==> src/rtl/muldiv_wb_buf.sv <==
// Writeback buffer for the divider and multiplier result pulses.
// Each source feeds its own small FIFO. A round-robin arbiter with a grant
// lock drives a single valid/ready writeback port from the FIFO heads.
module muldiv_wb_buf #(
    parameter int unsigned DEPTH     = 2,
    parameter int unsigned ADDR_BITS = 3
) (
    input  logic                 clk_i,
    input  logic                 rst_ni,
    input  logic                 flush_ex_i,
    input  logic                 div_vld_i,
    input  logic [ADDR_BITS-1:0] div_trans_id_i,
    input  logic [31:0]          div_result_i,
    input  logic                 mul_vld_i,
    input  logic [ADDR_BITS-1:0] mul_trans_id_i,
    input  logic [31:0]          mul_result_i,
    input  logic                 wb_rdy_i,
    output logic                 wb_vld_o,
    output logic [ADDR_BITS-1:0] wb_trans_id_o,
    output logic [31:0]          wb_result_o,
    output logic                 wb_src_o,
    output logic                 div_full_o,
    output logic                 mul_full_o,
    output logic                 ovf_o
);

    localparam int unsigned PW = $clog2(DEPTH);
    localparam int unsigned CW = PW + 1;
    localparam int unsigned EW = ADDR_BITS + 32;
    localparam logic [CW-1:0] FULL_CNT = CW'(DEPTH);

    localparam logic [0:0] S_IDLE    = 1'b0;
    localparam logic [0:0] S_PRESENT = 1'b1;

    // Source index 0 = mul, 1 = div (matches wb_src_o encoding)
    logic [CW-1:0] cnt_q  [2];
    logic [CW-1:0] cnt_d  [2];
    logic [PW-1:0] wptr_q [2];
    logic [PW-1:0] wptr_d [2];
    logic [PW-1:0] rptr_q [2];
    logic [PW-1:0] rptr_d [2];
    logic [EW-1:0] mem_q  [2][DEPTH];
    logic [EW-1:0] mem_d  [2][DEPTH];

    logic [0:0] state_q, state_d;
    logic       src_q, src_d;
    logic       last_q, last_d;
    logic       ovf_q, ovf_d;

    logic [1:0]    in_vld;
    logic [EW-1:0] in_ent [2];
    logic [1:0]    full;
    logic [1:0]    pop;
    logic [1:0]    push;
    logic [1:0]    nonempty_d;
    logic          hs;
    logic [EW-1:0] head;

    assign in_vld    = {div_vld_i, mul_vld_i};
    assign in_ent[0] = {mul_trans_id_i, mul_result_i};
    assign in_ent[1] = {div_trans_id_i, div_result_i};

    assign full[0] = (cnt_q[0] == FULL_CNT);
    assign full[1] = (cnt_q[1] == FULL_CNT);

    assign hs       = (state_q == S_PRESENT) && wb_rdy_i;
    assign head     = mem_q[src_q][rptr_q[src_q]];
    assign wb_vld_o = (state_q == S_PRESENT);

    assign wb_trans_id_o = wb_vld_o ? head[EW-1:32] : '0;
    assign wb_result_o   = wb_vld_o ? head[31:0]    : '0;
    assign wb_src_o      = src_q;
    assign mul_full_o    = full[0];
    assign div_full_o    = full[1];
    assign ovf_o         = ovf_q;

    // FIFO push/pop, overflow detection and flush
    always_comb begin
        mem_d  = mem_q;
        ovf_d  = ovf_q;
        pop    = '0;
        push   = '0;
        nonempty_d = '0;
        for (int unsigned i = 0; i < 2; i++) begin
            cnt_d[i]  = cnt_q[i];
            wptr_d[i] = wptr_q[i];
            rptr_d[i] = rptr_q[i];
            pop[i]    = hs && (src_q == i[0]);
            // A full FIFO still accepts a pulse when its head pops on the same edge
            push[i]   = in_vld[i] && !flush_ex_i && (!full[i] || pop[i]);
            if (in_vld[i] && !flush_ex_i && full[i] && !pop[i]) begin
                ovf_d = 1'b1;
            end
            if (push[i]) begin
                mem_d[i][wptr_q[i]] = in_ent[i];
                wptr_d[i] = wptr_q[i] + PW'(1);
            end
            if (pop[i]) begin
                rptr_d[i] = rptr_q[i] + PW'(1);
            end
            if (push[i] && !pop[i]) begin
                cnt_d[i] = cnt_q[i] + CW'(1);
            end else if (!push[i] && pop[i]) begin
                cnt_d[i] = cnt_q[i] - CW'(1);
            end
            if (flush_ex_i) begin
                cnt_d[i]  = '0;
                wptr_d[i] = '0;
                rptr_d[i] = '0;
            end
            nonempty_d[i] = (cnt_d[i] != '0);
        end
    end

    // Grant-lock FSM with round-robin selection on post-update occupancy
    always_comb begin
        state_d = state_q;
        src_d   = src_q;
        last_d  = hs ? src_q : last_q;
        if (flush_ex_i) begin
            state_d = S_IDLE;
        end else if ((state_q == S_IDLE) || hs) begin
            if (|nonempty_d) begin
                state_d = S_PRESENT;
                src_d   = (nonempty_d == 2'b11) ? ~last_d : nonempty_d[1];
            end else begin
                state_d = S_IDLE;
            end
        end
    end

    // State registers
    always_ff @(posedge clk_i or negedge rst_ni) begin
        if (!rst_ni) begin
            cnt_q   <= '{default: '0};
            wptr_q  <= '{default: '0};
            rptr_q  <= '{default: '0};
            mem_q   <= '{default: '0};
            state_q <= S_IDLE;
            src_q   <= 1'b0;
            last_q  <= 1'b1;
            ovf_q   <= 1'b0;
        end else begin
            cnt_q   <= cnt_d;
            wptr_q  <= wptr_d;
            rptr_q  <= rptr_d;
            mem_q   <= mem_d;
            state_q <= state_d;
            src_q   <= src_d;
            last_q  <= last_d;
            ovf_q   <= ovf_d;
        end
    end

endmodule

==> config.mk <==
export PLATFORM = sky130hd
export DESIGN_NAME = muldiv_wb_buf
export DESIGN_NICKNAME = d
export VERILOG_FILES = /design/src/rtl/muldiv_wb_buf.sv
export SDC_FILE = /design/constraint.sdc
export NUM_CORES = 1
export LEC_CHECK = 0
export CORE_MARGIN = 5
export CORE_UTILIZATION = 49
export DETAILED_ROUTE_END_ITERATION = 8
export PLACE_DENSITY = 0.77
export SYNTH_ARGS = -nofsm -noshare
export SYNTH_HDL_FRONTEND = slang
export SYNTH_SLANG_ARGS = --single-unit
export TNS_END_PERCENT = 30
==> constraint.sdc <==
create_clock -name clk_i -period 1.7 [get_ports clk_i]
set_input_delay 0.17 -clock clk_i [delete_from_list [all_inputs] [get_ports clk_i]]
set_output_delay 0.17 -clock clk_i [all_outputs]
set_load 0.01 [all_outputs]
* Word-level counts from Yosys, hierarchy flattened *
Index checks and enable logic that the tools add are counted.

storage, ports and cells
  bits of input ports = 76
  bits in registers = 152
  output and inout bits = 40
  logic and storage cells = 114

operators by class
  add/subtract/negate cells = 8
  eq/ne operators = 3
  $lt $le $gt $ge = 6
  bitwise operators = 8
  muxes and demuxes = 38
  reductions and logical operators = 37

operators by type and width
  operator             count
  $mux 70              3
  $mux 35              5
  $bwmux 70            2
  $demux 35 s1         2
  $mux 32              1
  $mux 1               18
  $logic_and 1x1->1    17
  $reduce_bool 2->1    8
  $mux 2               6
  $ge 2x2->1 const B   4
  $not 1->2            4
  $logic_not 1->1      7
  $eq 2x2->1 const B   3
  $add 1x1->1 const B  4
  $add 2x1->2 const B  2
  $lt 2x1->1 const B   2
  $not 1->1            4
  $sub 2x1->2 const B  2
  $logic_or 1x1->1     3
  $mux 3               1
  $reduce_and 3->1     1
  $reduce_or 2->1      1

* Logic depth before layout (Yosys ltp) *
  depth in word-level cells = 14
  gate-level depth with buffers = 7
  mapped depth without buffers = 6

* Worst setup path after synthesis *
OpenSTA, ideal clock, no wires.

  kind = register to register
  start = register cnt_q[0] (netlist bit)
  end = register mem_q[40] (netlist bit)
  stages on the path, launching flop included = 7
  library setup time = 125 ps
  clock period less this slack = 1940 ps
  slack = -240 ps
  arrival = 1815 ps
  data required time = 1575 ps
  cells stage by stage = dfrtp_1 > inv_1 > ha_1 > a21oi_2 > nor3b_4 > buf_6 > mux2_2

between the ends
  longest elaborated chain between the ends = 4

ends and longest elaborated chain
  what                    RTL line  source
  start, declared         36        logic [CW-1:0] cnt_q [2];
  start signal, assigned  144       cnt_q <= cnt_d;
  $eq 2x2->1              64        assign full[1] = (cnt_q[1] == FULL_CNT);
  via div_full_o          22        output logic div_full_o,
  $logic_not 1->1         90        push[i] = in_vld[i] && !flush_ex_i && (!full[i] || pop[i]);
  $logic_or 1x1->1        90
  $logic_and 1x1->1       90
  end signal, assigned    147       mem_q <= mem_d;
  end, declared           42        logic [EW-1:0] mem_q [2][DEPTH];

The timed path passes the listed nets, and every way through them passes these cells.
A chain may end at the register's enable or synchronous reset.

* Worst setup path in the final report *
  start = register src_q (netlist: wb_src_o)
  end = register mem_q[97] (netlist bit)

between the ends
  longest elaborated chain between the ends = 4

ends and longest elaborated chain
  what                    RTL line  source
  start, declared         46        logic src_q, src_d;
  start signal, assigned  149       src_q <= src_d;
  $not 1->1               88        pop[i] = hs && (src_q == i[0]);
  $logic_and 1x1->1       88
  $logic_or 1x1->1        90
  $logic_and 1x1->1       90

Every way passes these cells.

==> impl_metrics.yaml <==
sta:
  hold_viol: 0
  setup_viol: 178
  post-route-period-util_pct: 120
  skew_ns: 0.00518
  rsz0062_at_grt: "true"
  maxSlewViolCount: 0
  timing.final.ws_setup_ns: -0.343
  whs_ns: 0.259
  fin_crit_ns: 2.04
  max_slew_margin_pct: 67.2
  max_freq_mhz: 489
  tns_ns: -38.28
  tightest_slew_ns: 0.492
setup_path:
  end_kind: "flip-flop"
  start_kind: "flip-flop"
  setup.worst_path.start: "wb_src_o$_DFFE_PN0P_"
  crit_fanout: 7
  worstPathArrival_ns: 2.34
  crit_type: "flip-flop to flip-flop"
  critical_path_required_ns: 2.00
  r2r_start: "wb_src_o$_DFFE_PN0P_"
die:
  die_w_um: 132
  start_util_pct: 50.1
  core_mm2: 0.0145
  die_h_um: 132
  io_pins: 116
  dieArea_mm2: 0.0174
  row_count: 44
clock_tree:
  htreeDepth: 4
  cts_buffers: 17
  cts_tree: "yes"
  path_clk_slew_ns: 0.06
  cts_root_buffer: "clkbuf_16"
  clock_latency_ns: 0.42
  clockBufferDepth: 2
  clock-sinks: 152
placed_design:
  place_congestion: 0.850
  dp_slack_ns: -0.510
  io_buffers: 115
  placed_area_mm2: 0.00911
  dp.final_hpwl_mm: 12.4
route:
  viasPerCell: 5.59
  post-route-drc-count: 0
  wl_mm: 20.4
  wire_per_inst_um: 21.4
  via_count: 5332
  drt_iter0_drc: 293
  drt.antenna.violating_nets: 0
  dr.pass1.iters: 6
logic_synthesis:
  synth-seq-area-share_pct: 52.3
  ys_ff_latch: 152
  synth_compound_area_share_pct: 2.03
  yosys.area_share.simple_pct: 9.68
  ys.flop_type: "dfrtp_1"
  synth-xor-area-share_pct: 0.722
  synth_top_family_by_area: "multiplexers"
  ys_warn_count: 0
  synth_fa_ha_area_share_pct: 0.344
  syn-num-nets: 650
  netlist_area_mm2: 0.00728
  synth_mux_area_share_pct: 31.8
  synth_area_per_cell_um2: 12.7
  synth_edf_count: 0
  synth_cells: 572
  synth.distinct_cells: 41
  ys_async_sr_fraction_pct: 100
pwr:
  power_frac_clock_pct: 22.5
  pwr-share-seq_pct: 36.0
  power_mw: 17.2
  switching_share_pct: 31.1
  combPwrFrac_pct: 41.5
  p_int_mw: 11.9
  p_switching_mw: 5.37
  p_leak_nw: 4.75
  power_density_mw_per_mm2: 1640
  ir_worst_vdd_uv: 1010
global_route:
  grt-busiest-layer: "met2"
  grt_use_met3_pct: 4.69
  grt_overflow: 0
  grt_pass1_wl_mm: 31.0
  grt_max_degree: 50
  antenna_found_initial: 0
  grtUsageMet1_pct: 29.4
  grt_pass1_vias: 5784
  globalRouteTotalUtil_pct: 22.2
  grt_util_met2_pct: 36.9
cells_and_area:
  n_antenna_cell: 0
  area_delta_synth_final_pct: 44.2
  fillCellCount: 941
  nets: 834
  design_area_mm2: 0.0105
  final_layout_size_suffix_gt1_share_pct: 42.5
status:
  violations: "negative setup slack"
  status: "finished with violations"
min_path:
  hold_class: "input port to async pin"
flow_run:
  drv_cap: 0
-- layout by cell type, fill, tap and decap left out, types with 5 or more instances in the layout --
| cell type | instances |
|---|---|
| xnor2_1 | 5 |
| buf_2 | 28 |
| clkdlybuf4s50_1 | 75 |
| nand2_1 | 73 |
| buf_4 | 48 |
| nor2_1 | 11 |
| mux2_4 | 110 |
| clkbuf_16 | 21 |
| dfrtp_1 | 147 |
| mux2_2 | 28 |
| and3_1 | 27 |
| buf_12 | 18 |
| mux2i_1 | 67 |
| and3_4 | 8 |
| buf_6 | 20 |
| mux2i_2 | 7 |
-- synth_stat cells, drive strengths merged (2+ instances only) --
| library cell | instances | area (um2) |
|---|---|---|
| and3b | 4 | 35.0 |
| nand2b | 3 | 18.8 |
| nand3 | 4 | 32.5 |
| inv | 3 | 11.3 |
| mux2i | 74 | 741 |
| nand2 | 73 | 274 |
| xnor2 | 5 | 43.8 |
| clkbuf | 14 | 52.6 |
| nor3b | 3 | 45.1 |
| o21ai | 2 | 10.0 |
| ha | 2 | 25.0 |
| a211oi | 4 | 30.0 |
| nor2b | 3 | 18.8 |
| o211ai | 2 | 15.0 |
| dfrtp | 151 | 3780 |
| and3 | 35 | 219 |
| mux2 | 140 | 1580 |
| a21oi | 3 | 18.8 |
| buf | 22 | 158 |
| nor2 | 11 | 41.3 |
-- power by group through the flow --
stage               registers (mW)  logic (mW)  clock network, mW
floorplan                     5.89        3.78                  0
global placement              6.04        5.70                  0
detailed placement            6.18        5.91                  0
CTS                           6.16        6.56               3.93
global route                  6.40        7.65               4.07
finish                        6.21        7.16               3.88
-- worst max-delay path, cell delays in order (launching register included) --
cell	delay, ns
dfrtp_2	0.43
buf_6	0.12
nand3b_1	0.19
a21boi_2	0.20
buf_4	0.14
and3b_4	0.33
buf_6	0.17
mux2_2	0.34
-- layout make-up --
type                            count  area [um2]  area share, %
Sequential cell                   152        3810           36.3
Multi-Input combinational cell    380        3780           36.0
Timing Repair Buffer              201        2040           19.5
Clock buffer                       21         460           4.39
Tap cell                          184         230           2.19
Clock inverter                     11         148           1.41
Inverter                            4        22.5          0.215
-- through the flow --
stage / util [%] / std cells
after floorplan: - / 572
after global placement: 62.7 / 886
after detailed placement: 62.7 / 886
after CTS: 70.3 / 944
after global routing: 72.2 / 953
final: 72.2 / 953
-- routing by layer --
metal  vias up  wire, um
met2       180     10200
met5         -         0
met3        30       956
met4         0       359
met1      2745      8910
li1       2377         -
-- state kept, by name, summed over array words and instances (netlist names) --
signal    flops
cnt_q         4
last_q        1
mem_q       140
ovf_o         1
rptr_q        2
wb_src_o      1
wb_vld_o      1
wptr_q        2
-- logic make-up (layout without fill, tap and decap cells) --
family | after synthesis | after routing
DFF | 152 | 152
adders and majority gates | 2 | 2
AOI/OAI and AO/OA | 19 | 19
muxes | 214 | 214
buffers and inverters | 40 | 237
xor gates and xnor gates | 6 | 6
and+or+nand+nor | 139 | 139
-- what timing repair did --
action / 4_1_cts / 5_1_grt
setup endpoints to repair: 181 / 178
hold endpoints to repair: 44 / 0
hold buffers: 1 / 0
buffers inserted: 22 / 5
pin swaps: 32 / 21
resized for setup: 230 / 61
cloned: 4 / 5
-- path summary, 6_finish.rpt --
check	slack (ns)	to	depth (start not counted)
max	-0.34	mem_q[97]$_DFFE_PN0P_	7
min	0.26	mem_q[6]$_DFFE_PN0P_	2
max reg2reg	-0.34	mem_q[97]$_DFFE_PN0P_	7
min reg2reg	0.48	ovf_o$_DFFE_PN0P_	1
max in group asynchronous	0.81	mem_q[84]$_DFFE_PN0P_	3
min in group clk_i	0.39	mem_q[65]$_DFFE_PN0P_	2
No activity file was read; power rests on OpenSTA's default activity.
==> RTL edit (same settings) <==
Register the input `div_result_i` before use, without a reset. The logic sees it one clock later. The other inputs are not delayed to match.
--- a/src/rtl/muldiv_wb_buf.sv
+++ b/src/rtl/muldiv_wb_buf.sv
@@ -32,6 +32,12 @@
     localparam logic [0:0] S_IDLE    = 1'b0;
     localparam logic [0:0] S_PRESENT = 1'b1;
 
+    logic [31:0] div_result_q;
+
+    always_ff @(posedge clk_i) begin
+        div_result_q <= div_result_i;
+    end
+
     // Source index 0 = mul, 1 = div (matches wb_src_o encoding)
     logic [CW-1:0] cnt_q  [2];
     logic [CW-1:0] cnt_d  [2];
@@ -58,7 +64,7 @@
 
     assign in_vld    = {div_vld_i, mul_vld_i};
     assign in_ent[0] = {mul_trans_id_i, mul_result_i};
-    assign in_ent[1] = {div_trans_id_i, div_result_i};
+    assign in_ent[1] = {div_trans_id_i, div_result_q};
 
     assign full[0] = (cnt_q[0] == FULL_CNT);
     assign full[1] = (cnt_q[1] == FULL_CNT);
Check against the original RTL: not equivalent (Yosys sat finds a counterexample within 4 cycles, from zero or initial values and one cycle with rst_ni low).
==> RTL edit against the unedited design <==
  * The run still ends with setup timing left
  * Global-route usage rose by 1.1 points
  * Critical endpoint is now mem_q[87]
  * Wire length is 8.8% higher
  * Largest power group unchanged
  * Final area grew 7.0%
  * Sequential cell count is 32 higher
  * Core utilization is 1.5 points lower
  * Total power grew 8.3%
  * Synthesized area rose by 8.8%
  * Setup slack better by 0.11 ns
  * Non-clock buffer count is 19 lower
  * Critical path depth is 1 lower
==> RTL edit: results (changes against the unedited design) <==
| Metric | Value |
|---|---|
| Status | complete, but fails checks |
| Failing checks | setup timing |
| VDD IR max | 0.000858 V (-15%) |
| Post-synthesis mux area share | 29.3% (-2.6 points) |
| Setup TNS | -22.08 ns (+16.19 ns) |
| Syn Nets | 682 (+4.9%) |
| Fin worst setup slack | -0.229 ns (+0.114 ns) |
| Worst Tran Pin Value | 0.325 ns (-0.167 ns) |
| Syn Area/Cell | 13.1 sq um (+3.0%) |
| Pin count of the biggest net entering global routing | 49 (-2.0%) |
| # setup viols final | 167 (-6.2%) |
| Clk_skew | 0.0158 ns (+0.0106 ns) |
| Initial antenna violation count | 1 (+1) |
| Area Growth Syn to Fin | 41.8% |
| N_diodes | 1 (+1) |
| Synth area leaders | dfrtp_1 (48%), mux2_2 (19%), mux2i_1 (9.4%), dfxtp_1 (8.1%), nand2_1 (3.5%) |
| Dpl cells | 945 (+6.7%) |
| Pwr dens | 1660 nW/um^2 (+1.2%) |
| Final Wtd Congestion | 0.763 (-10%) |
| Placed Area | 9770 sq um (+7.3%) |
| Per-cell routed wire length | 22.2 microns (+3.8%) |
| Cells after Synth | 604 (+5.6%) |
| GR Util All Layers | 23.3% (+1.1 points) |
| Share of flip-flops with an asynchronous set or reset | 82.6% (-17 points) |
| Fin cells | 999 (+4.8%) |
| Synth top cells by count | dfrtp_1 (151), mux2_2 (134), mux2i_1 (74), nand2_1 (73), and3_1 (35) |
| Iteration-0 DRC count of the detailed router | 308 (+5.1%) |
| Drt pass-1 iters | 5 (-1) |
| CLK BUF | 20 (-4.8%) |
| Sequential share of the synthesized area | 56.1% (+3.9 points) |
| Non-clk buf share | 17.5% (-2.0 points) |
| P_seq | 7.09 mW (+14%) |
| Worst Path Arrival | 2.24 ns (-0.10 ns) |
[RTL edit: cell types whose count changed after synthesis]
cell | before | now
dfxtp_1 | 0 | 32
mux2_2 | 135 | 134
mux2_1 | 5 | 6
[RTL edit: per-layer routing]
layer | up-vias | wire (microns) | global-route usage (%)
li1 | 2439 | - | -
met1 | 2873 | 9290 | 29.0
met2 | 172 | 11400 | 40.6
met3 | 30 | 1140 | 5.70
met4 | 0 | 377 | 6.43
met5 | - | 0 | 0
[RTL edit: worst max-delay path, cell delays in order, from the launching register on]
cell and delay [ns]:
dfrtp_2 0.42, nand3b_1 0.20, a21boi_2 0.21, buf_4 0.15
and3b_2 0.25, buf_12 0.21, mux2_2 0.35
[RTL edit: repair_timing]
| item | in CTS | in global routing |
|---|---|---|
| setup buffers | 17 | 1 |
| hold buffers | 1 | 0 |
| gates cloned | 7 | 2 |
| endpoints found under the setup margin | 181 | 178 |
| pin swaps | 25 | 17 |
| gates resized for setup | 253 | 80 |
| hold endpoints to repair | 114 | 0 |
[RTL edit: worst paths after layout]
path                                   from                to  slack, ns  depth (start not counted)
setup / recovery                   wb_src_o         mem_q[87]      -0.23                          6
hold / removal             div_result_i[31]  div_result_q[31]       0.18                          1
setup reg to reg                   wb_src_o         mem_q[87]      -0.23                          6
hold reg to reg                       ovf_o             ovf_o       0.47                          1
max in group asynchronous            rst_ni         mem_q[45]       0.91                          3
min in group asynchronous            rst_ni             ovf_o       0.20                          2
[RTL edit: cells by family after synthesis]
| logic type | Yosys count |
|---|---|
| AO/OA/AOI/OAI | 19 |
| multiplexers | 214 |
| XOR/XNOR | 6 |
| flip-flops | 184 |
| buffers and inverters | 40 |
| adder cells (fa/ha/maj) | 2 |
| AND/OR/NAND/NOR | 139 |
